**config.mk**
```make
export PLATFORM = sky130hd
export DESIGN_NAME = vga_timing_ctrl
export DESIGN_NICKNAME = d
export VERILOG_FILES = /design/src/rtl/vga_timing_ctrl_pkg.sv /design/src/rtl/sync_delay_line.sv /design/src/rtl/vga_timing_ctrl.sv
export SDC_FILE = /design/constraint.sdc
export NUM_CORES = 1
export LEC_CHECK = 0
export ABC_AREA = 1
export CAP_MARGIN = 20
export CORE_UTILIZATION = 45
export CTS_CLUSTER_SIZE = 25
export DETAILED_ROUTE_END_ITERATION = 16
export HOLD_SLACK_MARGIN = 0.1
export PLACE_DENSITY = 0.8
export REMOVE_ABC_BUFFERS = 1
export SYNTH_ARGS = -nofsm -noshare
export SYNTH_HDL_FRONTEND = slang
export SYNTH_HIERARCHICAL = 1
export SYNTH_SLANG_ARGS = --single-unit
```
**constraint.sdc**
```tcl
create_clock -name vga_clk -period 3.86 [get_ports vga_clk]
set_input_delay 0.386 -clock vga_clk [delete_from_list [all_inputs] [get_ports vga_clk]]
set_output_delay 0.386 -clock vga_clk [all_outputs]
set_load 0.05 [all_outputs]
```
**src/rtl/vga_timing_ctrl_pkg.sv**
```systemverilog
// vga_timing_ctrl_pkg: shared RGB565 black and 640x480@60 timing defaults
//   Imported by the timing block and the colour logic so both agree on the
//   active geometry. No ports.
package vga_timing_ctrl_pkg;
    localparam logic [15:0] BLACK        = 16'h0000;
    localparam int          CNT_W        = 12;
    localparam int          H_SYNC_DEF   = 96;
    localparam int          H_BACK_DEF   = 48;
    localparam int          H_ACTIVE_DEF = 640;
    localparam int          H_FRONT_DEF  = 16;
    localparam int          V_SYNC_DEF   = 2;
    localparam int          V_BACK_DEF   = 33;
    localparam int          V_ACTIVE_DEF = 480;
    localparam int          V_FRONT_DEF  = 10;
    localparam int          PIPE_DLY_DEF = 2;
endpackage

```
**src/rtl/sync_delay_line.sv**
```systemverilog
// sync_delay_line: DEPTH-stage, W-bit shift register with per-bit async reset value
//   clk, rst_n : clock, asynchronous active-low reset
//   d          : stage-0 input
//   q          : last stage (DEPTH-1)
//   tap        : bit TAP_BIT of stage TAP_STAGE, or of the raw input when TAP_STAGE < 0
module sync_delay_line #(
    parameter int           DEPTH     = 1,
    parameter int           W         = 1,
    parameter logic [W-1:0] RST_VAL   = '0,
    parameter int           TAP_STAGE = -1,
    parameter int           TAP_BIT   = 0
) (
    input  logic         clk,
    input  logic         rst_n,
    input  logic [W-1:0] d,
    output logic [W-1:0] q,
    output logic         tap
);
    logic [DEPTH-1:0][W-1:0] sr_q, sr_d;

    always_comb begin
        sr_d[0] = d;
        for (int i = 1; i < DEPTH; i++) sr_d[i] = sr_q[i-1];
    end

    always_ff @(posedge clk or negedge rst_n)
        if (!rst_n) sr_q <= {DEPTH{RST_VAL}};
        else        sr_q <= sr_d;

    assign q = sr_q[DEPTH-1];

    if (TAP_STAGE < 0) begin : g_tap_in
        assign tap = d[TAP_BIT];
    end else begin : g_tap_reg
        assign tap = sr_q[TAP_STAGE][TAP_BIT];
    end
endmodule

```
**src/rtl/vga_timing_ctrl.sv**
```systemverilog
// vga_timing_ctrl: VGA raster counters, active-area addressing and aligned sync/colour output
//   vga_clk, rst_n       : pixel clock, asynchronous active-low reset
//   rgb_data             : RGB565 returned by the colour logic PIPE_DLY cycles after addr_*
//   addr_h, addr_v       : active-area column/row (0 outside the active area)
//   addr_valid           : counters inside the active area
//   frame_start          : undelayed pulse at counter position (0,0)
//   vga_hs, vga_vs       : active-low syncs, delayed PIPE_DLY+1 cycles
//   vga_de, vga_rgb      : delayed data enable and blank-masked colour
module vga_timing_ctrl
    import vga_timing_ctrl_pkg::*;
#(
    parameter int H_SYNC   = H_SYNC_DEF,
    parameter int H_BACK   = H_BACK_DEF,
    parameter int H_ACTIVE = H_ACTIVE_DEF,
    parameter int H_FRONT  = H_FRONT_DEF,
    parameter int V_SYNC   = V_SYNC_DEF,
    parameter int V_BACK   = V_BACK_DEF,
    parameter int V_ACTIVE = V_ACTIVE_DEF,
    parameter int V_FRONT  = V_FRONT_DEF,
    parameter int PIPE_DLY = PIPE_DLY_DEF
) (
    input  logic             vga_clk,
    input  logic             rst_n,
    input  logic [15:0]      rgb_data,
    output logic [CNT_W-1:0] addr_h,
    output logic [CNT_W-1:0] addr_v,
    output logic             addr_valid,
    output logic             frame_start,
    output logic             vga_hs,
    output logic             vga_vs,
    output logic             vga_de,
    output logic [15:0]      vga_rgb
);
    localparam logic [CNT_W-1:0] H_TOTAL = CNT_W'(H_SYNC + H_BACK + H_ACTIVE + H_FRONT);
    localparam logic [CNT_W-1:0] V_TOTAL = CNT_W'(V_SYNC + V_BACK + V_ACTIVE + V_FRONT);
    localparam logic [CNT_W-1:0] H_START = CNT_W'(H_SYNC + H_BACK);
    localparam logic [CNT_W-1:0] V_START = CNT_W'(V_SYNC + V_BACK);
    localparam logic [CNT_W-1:0] H_END   = CNT_W'(H_SYNC + H_BACK + H_ACTIVE);
    localparam logic [CNT_W-1:0] V_END   = CNT_W'(V_SYNC + V_BACK + V_ACTIVE);
    localparam logic [CNT_W-1:0] H_SW    = CNT_W'(H_SYNC);
    localparam logic [CNT_W-1:0] V_SW    = CNT_W'(V_SYNC);

    logic [CNT_W-1:0] h_cnt_q, h_cnt_d, v_cnt_q, v_cnt_d;
    logic [15:0]      rgb_q, rgb_d;
    logic             h_end, hs_raw, vs_raw, de_raw, tap_de;

    always_comb begin
        h_end   = h_cnt_q == H_TOTAL - 1'b1;
        h_cnt_d = h_end ? '0 : h_cnt_q + 1'b1;
        v_cnt_d = !h_end ? v_cnt_q : (v_cnt_q == V_TOTAL - 1'b1) ? '0 : v_cnt_q + 1'b1;
        hs_raw  = h_cnt_q >= H_SW;
        vs_raw  = v_cnt_q >= V_SW;
        de_raw  = (h_cnt_q >= H_START) && (h_cnt_q < H_END) &&
                  (v_cnt_q >= V_START) && (v_cnt_q < V_END);
        rgb_d   = tap_de ? rgb_data : BLACK;
    end

    always_ff @(posedge vga_clk or negedge rst_n)
        if (!rst_n) begin
            h_cnt_q <= '0;
            v_cnt_q <= '0;
            rgb_q   <= BLACK;
        end else begin
            h_cnt_q <= h_cnt_d;
            v_cnt_q <= v_cnt_d;
            rgb_q   <= rgb_d;
        end

    assign addr_valid  = de_raw;
    assign addr_h      = de_raw ? h_cnt_q - H_START : '0;
    assign addr_v      = de_raw ? v_cnt_q - V_START : '0;
    assign frame_start = (h_cnt_q == '0) && (v_cnt_q == '0);
    assign vga_rgb     = rgb_q;

    // The tap one stage before the output qualifies the colour register, so
    // the registered colour lands in the same cycle as the delayed de.
    sync_delay_line #(
        .DEPTH     (PIPE_DLY + 1),
        .W         (3),
        .RST_VAL   (3'b110),
        .TAP_STAGE (PIPE_DLY - 1),
        .TAP_BIT   (0)
    ) u_sync_dly (
        .clk   (vga_clk),
        .rst_n (rst_n),
        .d     ({hs_raw, vs_raw, de_raw}),
        .q     ({vga_hs, vga_vs, vga_de}),
        .tap   (tap_de)
    );
endmodule

```
==> impl_metrics.toml <==
[layout]
area_growth_pct = 25.7
final_cells = 494
fill_cells = 541
design_area_um2 = 3600
diodes = 0
drive_gt1_share_pct = 12.6
nets = 445

[floorplanning]
die_height_um = 81.8
core_um2 = 6030
pin_count = 63
num_rows = 28
dieArea_um2 = 6680
start_util_pct = 47.5
dieWidth_um = 81.8

[synthesis]
syn_area_um2 = 2860
ys_seq_area_share_pct = 43.1
yosysMostFrequentCell = "nand2_1"
yosysTopAreaCell = "dfrtp_1"
ys_top_cells_by_count = "nand2_1, inv_1, dfrtp_1, nor2_1, nand3_1"
syn_avg_cell_area_um2 = 7.93
ys.warnings.count = 6
synth_edf_count = 0
synth_area_leaders = "dfrtp_1, nand2_1, inv_1"
synthCells = 361
synthFlopType = "dfrtp_1"
async_flop_share_pct = 100
yosysUniqueCellTypes = 30
synth_top_area_share_pct = 37.6
ys_ff_latch = 49

[placed_design]
port_buffers = 61
dp_hpwl_mm = 4.62
placed_cells = 484
gp_congestion = 0.934
placed_cell_area_um2 = 3450
dp_slack_ns = 0.781

[sta]
worst_slack_ns = 0.440
setup_viol = 0
worst_slew_pin_slew_ns = 0.785
slew_violations = 0
fin_crit_sh_pct = 88.6
max_freq_mhz = 292
timing.final.crit_period_ns = 3.42
hold_viol = 0
rsz0062_at_grt = "false"
maxSlewHeadroom_pct = 47.6
fin_hold_ws_ns = 0.356
final.setup.tns_ns = 0
fin_skew_ns = 0.00718

[power]
ir_drop_v = 0.000191
p_int_uw = 728
power_density_nw_per_um2 = 256
power.switching_uw = 192
p_leak_uw = 0.00190
clkPwrFrac_pct = 40.8
swShare_pct = 20.9
power_frac_seq_pct = 55.8
pwr-share-comb_pct = 3.4

[cts]
cts.sinks = 49
cts_tree = "built"
clk_latency_ns = 0.30
cts-buffers-inserted = 5
cts.path.max_buffers = 2
htree_num_levels = 2
cts-root-buf = "clkbuf_8"
clk_pin_slew_ns = 0.09

[min_path]
hp-class = "register to register"
min_from = "u_sync_dly/sr_d[3]"
min_path_cells = 0
worstHoldEndpoint = "u_sync_dly/tap"

[global_routing]
antenna_found_initial = 0
grt_pass1_wl_mm = 10.5
grt_max_degree = 50
gr-usage-all-layers_pct = 20.7
grt_overflow = 0
grt_pass1_vias = 2435

[worst_setup_path]
worstPathMaxFanout = 16
start_kind = "register"
cp-end-kind = "output pin"
cp.required_ns = 3.47
crit_type = "register to output pin"
critPathMaxStageDelay_ns = 0.81
r2r-start = "h_cnt_q[0]"
crit_chain = "inv_1 -> ha_1 -> nand3_1 -> nand2_1 -> nand2_1 -> nor2_2 -> nand3_2 -> buf_4 -> nor2_1 -> clkdlybuf4s50_1"
r2r_end = "v_cnt_q[9]"
critPathMostFrequentCell = "nand2_1"
reg2reg_depth = 8
cp_slowest_cell = "clkdlybuf4s50_1"
reg2reg_slack_ns = 1.82
cp.arrival_ns = 3.03

[detailed_routing]
drt_iter0_drc = 143
wl_per_cell_um = 12.7
postRouteAntennaNets = 0
firstDrtPassIters = 5
vias = 2437
drc = 0
drt-total-wl_mm = 6.25
viasPerCell = 4.93

[run]
cap_violations = 0

[outcome]
status = "complete, no violations"
[power by group through the flow]
stage	clock [µW]	sequential, µW	combinational [µW]
after CTS	390	513	28.8
final	376	513	31.3
after global routing	407	513	34.8
after global placement	0	523	28.5
after floorplan	0	523	2.10
after detailed placement	0	523	28.8
[per-layer routing]
| metal | track usage, % | vias up | part of all wire, % | wire length (µm) |
|---|---|---|---|---|
| met5 | 0 | - | 0 | 0 |
| met4 | 7.54 | 0 | 2.5 | 156 |
| met3 | 3.89 | 15 | 5.7 | 358 |
| met2 | 37.5 | 79 | 50 | 3130 |
| met1 | 24.0 | 1133 | 42 | 2610 |
| li1 | - | 1210 | - | - |
[worst max-delay path, delay by kind of cell, from the launching register on]
kind,cells,cell delay [ns]
simple gates,6,0.71
fa+ha+maj,1,0.25
flops,1,0.43
buf+inv,3,1.35
[flip-flops by register name, indices dropped and copies added (netlist names)]
name / count
u_sync_dly/tap: 1
h_cnt_q: 12
u_sync_dly/q: 3
vga_rgb: 16
v_cnt_q: 12
u_sync_dly/sr_d: 5
[per-stage QoR]
| stage | utilization, % | total power (µW) |
|---|---|---|
| 6_report | 59.7 | 920 |
| 5_1_grt | 59.7 | 955 |
| 4_1_cts | 59.2 | 932 |
| 3_5_place_dp | 57.3 | 552 |
| 3_3_place_gp | 57.3 | 552 |
| 2_1_floorplan | - | 525 |
[placed cells by master, fill, tap and decap left out]
master           count
a21oi_1              2
and3_1               1
buf_12               1
buf_2                1
buf_4                1
bufinv_16            1
clkbuf_8             5
clkdlybuf4s50_1     60
clkinv_2             2
conb_1               1
dfrtp_1             43
dfstp_2              6
dlygate4sd3_1        1
ha_1                 9
inv_1               48
inv_2                2
inv_4                1
inv_6                2
nand2_1             88
nand2_2              3
nand3_1             27
nand3_2              1
nand4_1              8
nor2_1              41
nor2_2              19
nor2_4               6
nor3_1               5
nor3_2               1
o2111ai_1            1
o21ai_0              9
o21ai_1              1
o21bai_2             1
xnor2_1              1
xor2_1              20
[cell type report]
cell class	count	area, µm²	area share, %
flip-flops and latches	49	1230	34.3
inverters	53	204	5.67
multi-input cells	245	1310	36.3
clock buffers	5	68.8	1.91
clock inverters	3	47.5	1.32
repair buffers	64	643	17.9
well taps	75	93.8	2.61
[logic make-up (layout without fill, tap and decap cells)]
| logic type | after synthesis | count (layout) | share of synthesized area (%) |
|---|---|---|---|
| AND/OR/NAND/NOR | 200 | 200 | 32.3 |
| buffers and inverters | 67 | 125 | 11.3 |
| flip-flops | 49 | 49 | 43.1 |
| XOR/XNOR | 21 | 21 | 6.42 |
| AO/OA/AOI/OAI | 14 | 14 | 2.80 |
| adder cells (fa/ha/maj) | 9 | 9 | 3.93 |
| other | 1 | 1 | 0.131 |
[worst max-delay path by stage]
stage	from	endpoint	slack (ns)	depth (start not counted)
after detailed placement	h_cnt_q[4]	addr_h[11]	0.78	10
after floorplan	h_cnt_q[4]	addr_h[0]	1.05	8
after global placement	h_cnt_q[4]	addr_h[11]	0.87	10
after global routing	h_cnt_q[4]	addr_h[11]	0.24	10
after CTS	h_cnt_q[4]	addr_h[0]	0.42	10
final	h_cnt_q[4]	addr_h[0]	0.44	10
[repair_timing]
| item | in CTS | in global routing |
|---|---|---|
| hold buffers | 0 | 1 |
| endpoints found under the setup margin | 0 | 0 |
| endpoints found under the hold margin | 0 | 15 |
| gates resized for setup | 0 | 0 |
| buffers inserted | 0 | 0 |
Note: power is estimated with default switching activity, not from simulation.
